[src/rtl/cpu_pkg.sv]
// cpu_pkg: shared widths, arbitration defaults and memory-owner encoding
package cpu_pkg;
  localparam int ADDR_W_DEF = 32;
  localparam int DATA_W_DEF = 32;
  localparam int MAX_D_STREAK_DEF = 4;
  typedef enum logic [1:0] {OWN_NONE, OWN_IF, OWN_D} owner_e;
endpackage

[src/rtl/arb_streak_ctr.sv]
// arb_streak_ctr: counts data grants taken while a fetch waits and raises force_if at the limit
module arb_streak_ctr import cpu_pkg::*; #(
  parameter int MAX_D_STREAK = MAX_D_STREAK_DEF
) (
  input  logic clk,
  input  logic rst_n,
  input  logic if_req,
  input  logic if_xfer,
  input  logic d_xfer,
  output logic force_if
);
  logic [3:0] cnt;
  always_ff @(posedge clk or negedge rst_n)
    if (!rst_n) cnt <= '0;
    else if (if_xfer || !if_req) cnt <= '0;
    else if (d_xfer && cnt != 4'(MAX_D_STREAK)) cnt <= cnt + 4'd1;
  assign force_if = if_req && cnt == 4'(MAX_D_STREAK);
endmodule

[src/rtl/mem_arbiter.sv]
// mem_arbiter: shares the single-port memory between fetch and load/store,
// routing the 1-cycle read response back to whichever side issued it
module mem_arbiter import cpu_pkg::*; #(
  parameter int ADDR_W = ADDR_W_DEF,
  parameter int DATA_W = DATA_W_DEF,
  parameter int MAX_D_STREAK = MAX_D_STREAK_DEF
) (
  input  logic              clk,
  input  logic              rst_n,
  input  logic              if_req,
  input  logic [ADDR_W-1:0] if_addr,
  output logic              if_gnt,
  output logic              if_rvalid,
  output logic [DATA_W-1:0] if_rdata,
  input  logic              d_req,
  input  logic              d_we,
  input  logic [ADDR_W-1:0] d_addr,
  input  logic [DATA_W-1:0] d_wdata,
  output logic              d_gnt,
  output logic              d_rvalid,
  output logic [DATA_W-1:0] d_rdata,
  output logic              mem_we,
  output logic [ADDR_W-1:0] mem_addr,
  output logic [DATA_W-1:0] mem_wdata,
  input  logic [DATA_W-1:0] mem_rdata
);
  owner_e owner, owner_nxt;
  logic force_if;
  logic [DATA_W-1:0] if_hold, d_hold;

  arb_streak_ctr #(.MAX_D_STREAK(MAX_D_STREAK)) u_streak (
    .clk(clk), .rst_n(rst_n), .if_req(if_req),
    .if_xfer(if_gnt), .d_xfer(d_gnt), .force_if(force_if)
  );

  always_comb begin
    if_gnt = rst_n && if_req && (!d_req || force_if);
    d_gnt = rst_n && d_req && !if_gnt;
    mem_we = d_gnt && d_we;
    mem_addr = d_gnt ? d_addr : if_addr;
    mem_wdata = d_gnt ? d_wdata : '0;
    owner_nxt = if_gnt ? OWN_IF : (d_gnt && !d_we) ? OWN_D : OWN_NONE;
  end

  always_ff @(posedge clk or negedge rst_n)
    if (!rst_n) begin
      owner <= OWN_NONE;
      if_hold <= '0;
      d_hold <= '0;
    end else begin
      owner <= owner_nxt;
      if (if_rvalid) if_hold <= mem_rdata;
      if (d_rvalid) d_hold <= mem_rdata;
    end

  // the non-owner side keeps presenting the last word it received
  assign if_rvalid = owner == OWN_IF;
  assign d_rvalid = owner == OWN_D;
  assign if_rdata = if_rvalid ? mem_rdata : if_hold;
  assign d_rdata = d_rvalid ? mem_rdata : d_hold;
endmodule

[config.mk]
export PLATFORM = sky130hd
export DESIGN_NAME = mem_arbiter
export DESIGN_NICKNAME = d
export VERILOG_FILES = /design/src/rtl/cpu_pkg.sv /design/src/rtl/arb_streak_ctr.sv /design/src/rtl/mem_arbiter.sv
export SDC_FILE = /design/constraint.sdc
export NUM_CORES = 1
export LEC_CHECK = 0
export CORE_AREA = 2 2 102 104
export CTS_CLUSTER_DIAMETER = 40
export CTS_CLUSTER_SIZE = 28
export DETAILED_ROUTE_END_ITERATION = 16
export DIE_AREA = 0 0 104 106
export GPL_TIMING_DRIVEN = 0
export PLACE_DENSITY = 0.86
export SYNTH_ARGS = -nofsm -noshare
export SYNTH_HDL_FRONTEND = slang
export SYNTH_HIERARCHICAL = 1
export SYNTH_SLANG_ARGS = --single-unit
export TNS_END_PERCENT = 20
[constraint.sdc]
create_clock -name clk -period 3.25 [get_ports clk]
set_input_delay 0.325 -clock clk [delete_from_list [all_inputs] [get_ports clk]]
set_output_delay 0.325 -clock clk [all_outputs]
set_load 0.05 [all_outputs]
======== Yosys cells after proc, flatten, opt, wreduce, memory -nomap -nowiden ========
Cells that the tools add are included.
cells by class
  add/subtract/negate cells ............... 1
  eq/ne operators ......................... 4
  multiplexer cells ....................... 8
  reduce and logical (&&, ||, !) cells .... 15
operators by type and width
  operator                                               number
  two-way mux 32 bit                                     4
  logical AND 1 bit                                      8
  two-way mux 4 bit                                      2
  adder 4 x 1 -> 4 bit, second input constant            1
  equality test 4 x 3 -> 1 bit, second input constant    1
  logical NOT 1 bit                                      4
  two-way mux 2 bit                                      2
  inequality test 4 x 3 -> 1 bit, second input constant  1
  equality test 2 x 1 -> 1 bit, second input constant    1
  equality test 2 bit, second input constant             1
  logical OR 1 bit                                       2
  nonzero test 2 bit                                     1
word-level totals
  bits in registers ....................... 70
  input bits .............................. 133
  output and inout port bits .............. 133
  word-level logic and storage cells ...... 32

======== Longest topological paths before layout ========
  depth in word-level cells ............... 9
  depth in mapped cells ................... 10
  gate-level depth less buffers ........... 8

======== Cells and area by module ========
The synthesis kept the hierarchy.
modules (own cells, without submodules)
  module          instances  cells each  area an instance (um^2)
  mem_arbiter     1          219         3373.2
  arb_streak_ctr  1          28          240.2

======== Worst setup path after synthesis ========
OpenSTA, ideal clock, no wires.
  path kind ............................... register to output
  from .................................... reg u_streak.cnt[0]
  to ...................................... out mem_wdata[22]
  data arrival time ....................... 2.023 ns
  required time ........................... 2.925 ns
  slack ................................... 0.902 ns
  stages on the path, launching flop included .. 9
  buffers on the path ..................... 2
  cells stage by stage .................... dfrtp_1 -> inv_1 -> ha_1 -> and3b_1 -> and2_1 -> a21oi_4 -> buf_6 -> buf_6 -> and2_1
between the ends
  longest elaborated chain between the ends .. 7
RTL lines
  item                          RTL line              text
  start, declared               arb_streak_ctr.sv:12  logic [3:0] cnt;
  start signal, assigned        arb_streak_ctr.sv:16  else if (d_xfer && cnt != 4'(MAX_D_STREAK)) cnt <= cnt + 4'd1;
  equality test 4 x 3 -> 1 bit  arb_streak_ctr.sv:17  assign force_if = if_req && cnt == 4'(MAX_D_STREAK);
  logical AND 1 bit             arb_streak_ctr.sv:17
  named net force_if            mem_arbiter.sv:28     logic force_if;
  logical OR 1 bit              mem_arbiter.sv:37     if_gnt = rst_n && if_req && (!d_req || force_if);
  logical AND 1 bit             mem_arbiter.sv:37
  logical NOT 1 bit             mem_arbiter.sv:38     d_gnt = rst_n && d_req && !if_gnt;
  logical AND 1 bit             mem_arbiter.sv:38
  named net d_gnt               mem_arbiter.sv:19     output logic d_gnt,
  two-way mux 32 bit            mem_arbiter.sv:41     mem_wdata = d_gnt ? d_wdata : '0;
  end, declared                 mem_arbiter.sv:24     output logic [DATA_W-1:0] mem_wdata,
The timed path passes the listed nets, and every way through them passes these cells.

======== Worst setup path after layout ========
  from .................................... reg u_streak.cnt[0]
  to ...................................... out mem_wdata[20]
between the ends
  longest elaborated chain between the ends .. 7
RTL lines
  item                          RTL line
  equality test 4 x 3 -> 1 bit  arb_streak_ctr.sv:17
  logical AND 1 bit             arb_streak_ctr.sv:17
  named net force_if            mem_arbiter.sv:28
  logical OR 1 bit              mem_arbiter.sv:37
  logical AND 1 bit             mem_arbiter.sv:37
  logical NOT 1 bit             mem_arbiter.sv:38
  logical AND 1 bit             mem_arbiter.sv:38
  two-way mux 32 bit            mem_arbiter.sv:41
The timed path passes the listed nets, and every way through them passes these cells.

==> results by group <==
Setup path
  – Crit Path Max Fanout: 10
  – Req. time, crit path: between 2 and 3 ns
  – CP Data Arrival Time: 2.73 ns
  – CP startpoint kind: flip-flop
  – Critical Path End Type: output pin
  – Critical path class: flip-flop to output pin

Yosys
  – Gate Count Post-Synth: around 250
  – Synth Flop Type: dfrtp_1
  – Synth area leaders: dfrtp_1 48%, mux2_4 24%, mux2_2 12%
  – Yosys top cell by area: dfrtp_1
  – Synth Cell Area: 3610 um2
  – Seq cells post-synth: 70
  – Asr flop ratio synth: 1.00
  – Synthesized area per cell: around 15 um2
  – Post-synth EDFFs: 0
  – Register area share after synthesis: 0.485
  – Netlist cell types: 20
  – Ys Warns: 6
  – Net Count, Synth: roughly 380
  – Share of the synthesized area in the top cell type: 0.485

Finish
  – Share of layout cells above drive strength 1: 0.244
  – Layout area overhead: 81.8%
  – Non-filler instance count after layout: 664
  – FF+latch area: 1750 um2
  – Nets@finish: 658
  – Final core occ: 0.657
  – Multi-input gate area: roughly 1700 um2
  – Fillers: 816
  – Diodes inserted: 0

Timing
  – Hold Fails Final Rpt: 0
  – Final worst path period share: 0.941
  – RSZ-0062 raised after global routing: no
  – Shortest period the worst path allows: 3.06 ns
  – Slew headroom: 0.403
  – Final setup fails: 0
  – Worst-Margin Slew: approximately 0.90 ns
  – Clk_skew: between 0.007 and 0.008 ns
  – Setup WS post-layout: about 0.19 ns
  – Max frequency: 327 MHz
  – WHS: 0.0830 ns
  – Max Slew Vio Count: 0

Pwr
  – P_leak: between 3 and 4 nW
  – Maximum vdd drop: 0.000303 V
  – Power Density: 547 nW/um2

Clock network
  – Clock Latency Late Sink: approximately 0.35 ns
  – Post-CTS setup buffer count: 0
  – Clock transition at path regs: approximately 0.080 ns
  – Root buffer cell: clkbuf_8
  – CTS max path bufs: 2
  – Clk sinks: 70
  – CTS tree: done
  – PostCTS Resize Cnt: 61
  – CTS H-tree depth: 3
  – Number of CTS-inserted buffers: 9
  – Hold-fix buffers, CTS: 0

Status
  – Status: completed

Routing
  – Vias post-DR: a little over 3000
  – WL/cell: between 15 and 20 um
  – Initial drt markers: 194
  – WL final: 12700 um
  – Antenna viol nets, final: 0
  – Post-DR vias/cell: between 4 and 5
  – First-pass DRT Iterations: 4
  – Remaining DRCs: 0

Place
  – Placement Setup Slack: 0.0700 ns
  – GPL Wtd Cong: around 0.9
  – Port Buffers: 265
  – DP HPWL: roughly 10000 um
  – Dpl cells: around 650

Global routing
  – Largest net degree at the start of global routing: 73
  – Initial antenna violation count: 0
  – First-pass GRT wire length: 18700 um
  – Global-route congestion overflow total: 0
  – GRT Overall Usage: 0.225
  – Vias in the first global route: ~3400

Hold path
  – Class of the worst hold path: primary input to async pin

Floorplan
  – Core outline area: 10000 um2
  – Num rows: 37
  – Die H: around 110 um
  – Initial Utilization: 0.361
  – Die area: about 11000 um2
  – IO Count: 266
  – Die width: around 100 um

Run
  – Max-cap violations: 0
where the power goes:
part	leakage [nW]	internal [W]	switching [W]	total [W]
sequential	0.834	0.00104	0.0000508	0.00109
combinational	2.13	0.000727	0.00109	0.00181
clock	0.103	0.000356	0.000340	0.000696
total	3.07	0.00212	0.00148	0.00360
synth_stat cells (2+ instances only):
cell	n
inv_1	6
buf_4	2
nand3_1	3
nand2_1	3
a21oi_1	6
buf_6	13
ha_1	2
mux2_4	58
nand2b_1	2
dfrtp_1	70
mux2_2	38
and2_1	34
o21ai_0	2
nor2b_1	2
placed cells by master (no fill, tap or decap), types with 3 or more instances in the layout:
| cell type | instances |
|---|---|
| a21oi_1 | 6 |
| and2_1 | 34 |
| dlymetal6s2s_1 | 5 |
| dlygate4sd2_1 | 61 |
| inv_1 | 6 |
| clkinv_4 | 4 |
| dfrtp_1 | 70 |
| mux2_2 | 38 |
| nand2_1 | 3 |
| mux2_4 | 58 |
| clkbuf_8 | 9 |
| buf_4 | 3 |
| buf_6 | 13 |
| clkdlybuf4s50_1 | 198 |
| nand3_1 | 3 |
cell families after synthesis:
group,after synthesis,synth area share
buffers and inverters,21,0.0509
multiplexers,96,0.359
adder cells (fa/ha/maj),2,0.00692
AND/OR/NAND/NOR,49,0.0824
AO/OA/AOI/OAI,9,0.0156
flip-flops,70,0.485
metal layers:
layer	track usage	wire [um]	up-vias
met5	0	0	-
met4	0.106	482	0
met3	0.0730	895	32
met2	0.426	6920	156
met1	0.222	4350	1463
li1	-	-	1396
area by class of cell:
class / instances / share of cell area
Clock buffer: 9 / 0.0189
Clock inverter: 7 / 0.0114
Tap cell: 136 / 0.0259
Multi-Input combinational cell: 156 / 0.255
Sequential cell: 70 / 0.267
Buffer: 15 / 0.0246
Timing Repair Buffer: 265 / 0.394
Inverter: 6 / 0.00343
critical path, cell delays in order (launching register included):
cell	delay [ns]
dfrtp_1	0.40
inv_1	0.08
ha_1	0.24
and3b_1	0.22
and2_1	0.20
a21oi_4	0.23
buf_6	0.19
buf_6	0.13
and2_1	0.11
dlygate4sd2_1	0.60
per-stage QoR:
step	total power [W]	TNS [ns]	area, um2
final	0.00360	0	6570
after detailed placement	0.00295	0	6430
after global routing	0.00373	0	6570
after global placement	0.00292	-174.57	6440
after floorplan	0.00229	0	3610
after CTS	0.00363	0	6560
flip-flops by register name, summed over array words and instances, names as in the netlist:
register	flops
d_hold	32
owner	2
if_hold	32
u_streak/cnt	4
worst paths after layout:
path	from	endpoint	slack, ns	cells past startpoint
setup reg to reg	u_streak/cnt[0]	u_streak/cnt[3]	0.87	10
max in group asynchronous	rst_n	d_hold[23]	2.57	1
hold reg to reg	if_hold[21]	if_hold[21]	0.49	1
setup / recovery	u_streak/cnt[0]	mem_wdata[20]	0.19	9
hold / removal	rst_n	if_hold[8]	0.08	1
min in group clk	if_hold[21]	if_hold[21]	0.49	1
Power figures use the tool's default switching activity.
